**config.mk**
```make
export PLATFORM = sky130hd
export DESIGN_NAME = vrf_write_arbiter
export DESIGN_NICKNAME = d
export VERILOG_FILES = /design/src/rtl/vrf_write_arbiter_pkg.sv /design/src/rtl/vrf_rr_arbiter.sv /design/src/rtl/vrf_write_arbiter.sv
export SDC_FILE = /design/constraint.sdc
export NUM_CORES = 1
export LEC_CHECK = 0
export CAP_MARGIN = 20
export CORE_AREA = 4 4 187 189
export CTS_CLUSTER_DIAMETER = 50
export DETAILED_ROUTE_END_ITERATION = 8
export DIE_AREA = 0 0 191 193
export MAX_ROUTING_LAYER = met4
export PLACE_DENSITY = 0.55
export SYNTH_ARGS = -nofsm -noshare
export SYNTH_HDL_FRONTEND = slang
export SYNTH_SLANG_ARGS = --single-unit
```
**constraint.sdc**
```tcl
create_clock -name clk -period 1.75 [get_ports clk]
set_input_delay 0.2625 -clock clk [delete_from_list [all_inputs] [get_ports clk]]
set_output_delay 0.2625 -clock clk [all_outputs]
set_load 0.02 [all_outputs]
```
**src/rtl/vrf_write_arbiter_pkg.sv**
```systemverilog
// Shared definitions for the vector register file writeback path.
package vrf_pkg;

  localparam int VRF_DATA_WIDTH   = 8;
  localparam int VRF_VECTOR_SIZE  = 8;
  localparam int VRF_ADDRESSWIDTH = 4;
  localparam int VRF_NREQ         = 2;
  localparam int VRF_WAITCNT_W    = 16;

  // Fixed requester slots; higher indices are spares for future units.
  localparam int REQ_ALU = 0;
  localparam int REQ_MEM = 1;

  typedef logic [VRF_VECTOR_SIZE-1:0][VRF_DATA_WIDTH-1:0] vec_t;
  typedef logic [VRF_ADDRESSWIDTH-1:0]                    vaddr_t;

  // Round-robin successor of slot g among n requesters.
  function automatic int rr_next(input int g, input int n);
    return (g + 1) % n;
  endfunction

endpackage

```
**src/rtl/vrf_rr_arbiter.sv**
```systemverilog
// Round-robin arbiter: combinational one-hot grant, registered priority pointer.
module vrf_rr_arbiter
  import vrf_pkg::*;
#(
  parameter int NREQ = VRF_NREQ
) (
  input  logic            clk,
  input  logic            rst_n,
  input  logic            hold_i,
  input  logic [NREQ-1:0] req_valid_i,
  output logic [NREQ-1:0] grant_o
);

  localparam int PW = (NREQ > 1) ? $clog2(NREQ) : 1;

  logic [PW-1:0] rr_ptr_q, rr_ptr_d;

  // Scan from the far end back to rr_ptr so the slot closest to rr_ptr wins last.
  // No grant while held or while reset is asserted.
  always_comb begin
    int idx;
    idx      = 0;
    grant_o  = '0;
    rr_ptr_d = rr_ptr_q;
    if (rst_n && !hold_i) begin
      for (int k = NREQ - 1; k >= 0; k--) begin
        idx = (int'(rr_ptr_q) + k) % NREQ;
        if (req_valid_i[idx]) begin
          grant_o      = '0;
          grant_o[idx] = 1'b1;
          rr_ptr_d     = PW'(rr_next(idx, NREQ));
        end
      end
    end
  end

  // Priority pointer advances past the winner; frozen when nothing is granted.
  always_ff @(posedge clk or negedge rst_n) begin
    if (!rst_n) rr_ptr_q <= '0;
    else        rr_ptr_q <= rr_ptr_d;
  end

endmodule

```
**src/rtl/vrf_write_arbiter.sv**
```systemverilog
// Vector register file write-port arbiter with registered output stage,
// saturating contention counter and optional read-after-write forwarding.
// Build option: define VRF_WB_BYPASS_EN to forward the in-flight write to
// the read ports; otherwise fwd_rd1/2 pass rf_rd1/2 straight through.
module vrf_write_arbiter
  import vrf_pkg::*;
#(
  parameter int DATA_WIDTH   = VRF_DATA_WIDTH,
  parameter int VECTOR_SIZE  = VRF_VECTOR_SIZE,
  parameter int ADDRESSWIDTH = VRF_ADDRESSWIDTH,
  parameter int NREQ         = VRF_NREQ,
  parameter int WAITCNT_W    = VRF_WAITCNT_W
) (
  input  logic                                             clk,
  input  logic                                             rst_n,
  input  logic                                             hold,
  input  logic [NREQ-1:0]                                  req_valid,
  input  logic [NREQ-1:0][ADDRESSWIDTH-1:0]                req_addr,
  input  logic [NREQ-1:0][VECTOR_SIZE-1:0][DATA_WIDTH-1:0] req_data,
  output logic [NREQ-1:0]                                  req_ready,
  output logic                                             we3,
  output logic [ADDRESSWIDTH-1:0]                          wa3,
  output logic [VECTOR_SIZE-1:0][DATA_WIDTH-1:0]           wd3,
  input  logic [ADDRESSWIDTH-1:0]                          ra1,
  input  logic [ADDRESSWIDTH-1:0]                          ra2,
  input  logic [VECTOR_SIZE-1:0][DATA_WIDTH-1:0]           rf_rd1,
  input  logic [VECTOR_SIZE-1:0][DATA_WIDTH-1:0]           rf_rd2,
  output logic [VECTOR_SIZE-1:0][DATA_WIDTH-1:0]           fwd_rd1,
  output logic [VECTOR_SIZE-1:0][DATA_WIDTH-1:0]           fwd_rd2,
  output logic [WAITCNT_W-1:0]                             wait_cnt
);

  logic [NREQ-1:0]                        grant;
  logic                                   any_grant;
  logic                                   multi_vld;
  logic                                   wait_inc;
  logic [ADDRESSWIDTH-1:0]                sel_addr;
  logic [VECTOR_SIZE-1:0][DATA_WIDTH-1:0] sel_data;

  logic                                   we3_q;
  logic [ADDRESSWIDTH-1:0]                wa3_q;
  logic [VECTOR_SIZE-1:0][DATA_WIDTH-1:0] wd3_q;
  logic [WAITCNT_W-1:0]                   wait_cnt_q;

  vrf_rr_arbiter #(.NREQ(NREQ)) u_arb (
    .clk         (clk),
    .rst_n       (rst_n),
    .hold_i      (hold),
    .req_valid_i (req_valid),
    .grant_o     (grant)
  );

  assign req_ready = grant;
  assign any_grant = |grant;
  assign multi_vld = $countones(req_valid) > 1;
  // A cycle counts as waiting if someone valid was left without a grant.
  assign wait_inc  = (|req_valid) & (~any_grant | multi_vld);

  // Winner's address/data mux (grant is one-hot or zero).
  always_comb begin
    sel_addr = '0;
    sel_data = '0;
    for (int i = 0; i < NREQ; i++) begin
      if (grant[i]) begin
        sel_addr = req_addr[i];
        sel_data = req_data[i];
      end
    end
  end

  // Output stage: one write per granted cycle; address/data hold when idle.
  always_ff @(posedge clk or negedge rst_n) begin
    if (!rst_n) begin
      we3_q <= 1'b0;
      wa3_q <= '0;
      wd3_q <= '0;
    end else begin
      we3_q <= any_grant;
      if (any_grant) begin
        wa3_q <= sel_addr;
        wd3_q <= sel_data;
      end
    end
  end

  // Saturating contention counter.
  always_ff @(posedge clk or negedge rst_n) begin
    if (!rst_n)                                 wait_cnt_q <= '0;
    else if (wait_inc && (wait_cnt_q != '1))    wait_cnt_q <= wait_cnt_q + 1'b1;
  end

  assign we3      = we3_q;
  assign wa3      = wa3_q;
  assign wd3      = wd3_q;
  assign wait_cnt = wait_cnt_q;

`ifdef VRF_WB_BYPASS_EN
  // The write in the output stage lands at the end of this cycle; forward it.
  assign fwd_rd1 = (we3_q && (ra1 == wa3_q)) ? wd3_q : rf_rd1;
  assign fwd_rd2 = (we3_q && (ra2 == wa3_q)) ? wd3_q : rf_rd2;
`else
  // Decode stalls on RAW against wa3 instead, so read data passes through.
  logic unused_ra;
  assign unused_ra = ^{ra1, ra2};
  assign fwd_rd1   = rf_rd1;
  assign fwd_rd2   = rf_rd2;
`endif

endmodule
```
==> summary.txt <==
Run status
  – Status: finished clean

Yosys
  – Syn_nets: 710
  – Leading area contributor after synthesis: dfrtp_1
  – Synth Warn #: 0
  – Avg Cell Area, Syn: ~11 um2
  – Synth top area share: 0.455
  – Cell area after synthesis: 4730 um2
  – Synthesized instance count: 432
  – Sequential area share after synthesis: 0.455
  – Synth unique cells: 31
  – Synthesized flop and latch total: 86
  – Top post-synthesis cells by area: dfrtp_1 (45%), buf_4 (20%), a22o_1 (13%)

STA
  – Hold Slack: ~0.17 ns
  – Final Max Slew Viols: 0
  – RSZ-0062 raised after global routing: no
  – Worst-Margin Slew: 0.856 ns
  – Final Setup Violations: 0
  – Max Clk Rate: 589 MHz
  – Post-layout worst setup margin: ~0.051 ns
  – Final Hold Violating Endpoints: 0
  – Final period utilization: 0.971
  – Worst Skew: approximately 0.014 ns
  – Max_slew headroom: 0.428
  – Minimum clock period: 1.70 ns

Clock tree
  – H-tree depth: 3
  – CTS tree: yes
  – Reg clk slew, reported paths: 0.08 ns
  – Skew-Pair Late Insertion Delay: 0.36 ns
  – CTS buffer count: 9
  – Root Driver: clkbuf_16
  – Clock Path Buffers: 2
  – Clk sink count: 86

Layout
  – Register Area: around 2200 um2
  – Multi-input logic area: ~1600 um2
  – Most common cell after layout, fill and taps aside: clkdlybuf4s50_1
  – Fin area: between 7000 and 8000 um2
  – Area growth, synth to finish: 53.6%
  – Fillers: 3616
  – Final net count: 835
  – Antenna diode count: 0
  – Post-Layout Cell Count: 1010
  – Commonest non-fill, non-tap cells in the layout: clkdlybuf4s50_1 (210), dfrtp_1 (84), a22o_1 (68), a21o_1 (68), buf_4 (30)
  – Layout cells sized above 1: 0.121

Route
  – TritonRoute pass-1 iters: 4
  – DR WL met3: 1.95 mm
  – Via density: 3.57
  – Highest routed layer: met4
  – WL per Instance: 16.1 um
  – DR iter-0 viols: 92
  – Met2 routed WL: roughly 7.2 mm
  – WL final: 16.2 mm
  – DRC: 0
  – Via count: 3609
  – Routed Antenna Nets: 0
  – WL met1: 6.14 mm

Worst setup path
  – CP delay by family, top: buffers and inverters
  – Slowest CP cell: clkdlybuf4s50_1
  – Worst setup SP type: flop
  – Crit path DAT: roughly 1.4 ns
  – CP Buf/Inv Count: 1
  – Critical path type: reg2out
  – CP Capture Type: output pin
  – Crit-path cells: clkdlybuf4s50_1
  – CP max stage delay: approximately 0.64 ns
  – Crit-path max FO: 3
  – Worst EP required: about 1.5 ns

Placement
  – DP HPWL: 12.7 mm
  – Area after DPL: approximately 6900 um2
  – IO buf count: 227
  – Post-Place Cells: between 900 and 1000
  – Final GP Congestion: 0.682
  – Place WS: -0.324 ns

Floorplan
  – Row cnt: 67
  – Core footprint: 33300 um2
  – DIE WIDTH: ~190 um
  – Initial core utilization: 0.142
  – Io pins: 492
  – Height of the chip: 193 um
  – Full die area: between 30000 and 40000 um2

Pwr
  – Tot Pwr: approximately 7.9 mW
  – Pwr dens: 1090 nW/um2
  – Static Leak: about 3.4 nW
  – Worst vdd ir: 0.000430 V

GRT
  – Largest net degree at the start of global routing: 54
  – First-pass GRT wire length: 22.9 mm
  – Grt total ovfl: 0
  – Initial antenna violation count: 0
  – GRT Overall Usage: 0.0874
  – Number of global-route vias before repair: 3667

Hold path
  – Hold Crit Class: in2async

Job
  – Max Cap Violations: 0
==> kinds of logic (layout without fill, tap and decap cells) <==
logic type	count (synthesis)	after routing	synth area share
and+or+nand+nor	34	34	0.0397
buffers and inverters	152	282	0.224
AOI/OAI and AO/OA	143	143	0.249
adders and majority gates	2	2	0.00476
muxes	1	1	0.00238
DFF	86	86	0.455
xor gates and xnor gates	14	14	0.0259
==> metal layers <==
layer | up-vias | global-route usage
li1 | 1649 | -
met1 | 1663 | 0.0928
met2 | 210 | 0.127
met3 | 87 | 0.0470
met4 | 0 | 0.0572
met5 | - | -
==> worst paths after layout <==
check                                   startpoint  slack [ns]                         end  cells after the start
hold reg to reg                wd3[58]$_DFFE_PN0P_        0.47         wd3[58]$_DFFE_PN0P_                      1
max in group asynchronous                    rst_n        0.55          wd3[2]$_DFFE_PN0P_                      3
setup reg to reg           wait_cnt[1]$_DFFE_PN0P_        0.06     wait_cnt[1]$_DFFE_PN0P_                      5
setup / recovery           wait_cnt[6]$_DFFE_PN0P_        0.05                 wait_cnt[6]                      1
min in group clk                              hold        0.37  u_arb.rr_ptr_q$_DFFE_PN0P_                      5
hold / removal                               rst_n        0.17         wd3[50]$_DFFE_PN0P_                      3
==> stage by stage <==
stage | TNS [ns] | utilization
after detailed placement | -22.31 | 0.207
after floorplan | 0 | -
after global placement | -24.34 | 0.207
final | 0 | 0.218
after global routing | 0 | 0.218
after CTS | 0 | 0.218
==> synthesized netlist by cell type <==
master / instances
buf_4: 128
dfrtp_1: 86
a21o_1: 68
a22o_1: 68
clkbuf_1: 15
nand2_1: 9
xnor2_1: 7
xor2_1: 7
buf_2: 6
nor2_1: 6
nand3_1: 5
and3_1: 3
inv_1: 3
a21oi_2: 2
nand4_1: 2
nor3_1: 2
and3b_2: 1
and4_1: 1
ha_1: 1
maj3_1: 1
mux2_2: 1
nand2b_1: 1
nand3_2: 1
nand4_2: 1
nor2b_1: 1
o211a_1: 1
o211ai_2: 1
o21ai_0: 1
o21ai_4: 1
o22a_1: 1
or3_4: 1
==> worst min-delay path, delay by kind of cell <==
kind / cells / cell delay (ns)
buffers and inverters: 3 / 0.75
==> registers in the layout, indices dropped and copies added (netlist names) <==
signal and cells:
u_arb.rr_ptr_q 1, wa3 4, wait_cnt 16, wd3 64
we3 1
==> cell type report <==
cell class,count,area share
flip-flops and latches,86,0.296
well taps,448,0.0771
multi-input cells,194,0.215
clock inverters,5,0.0145
clock buffers,11,0.0348
repair buffers,263,0.361
inverters,3,0.00155
==> timing repair <==
action,in CTS,in global routing
hold buffers,2,0
endpoints found under the hold margin,33,0
pin swaps,0,1
gates resized for setup,12,5
setup buffers,1,0
setup endpoints to repair,11,53
==> power breakdown <==
| group | switching (mW) | total [mW] | internal [mW] |
|---|---|---|---|
| sequential | 0.280 | 2.73 | 2.45 |
| combinational | 1.30 | 2.82 | 1.52 |
| clock | 0.893 | 2.37 | 1.48 |
Power figures use the tool's default switching activity.
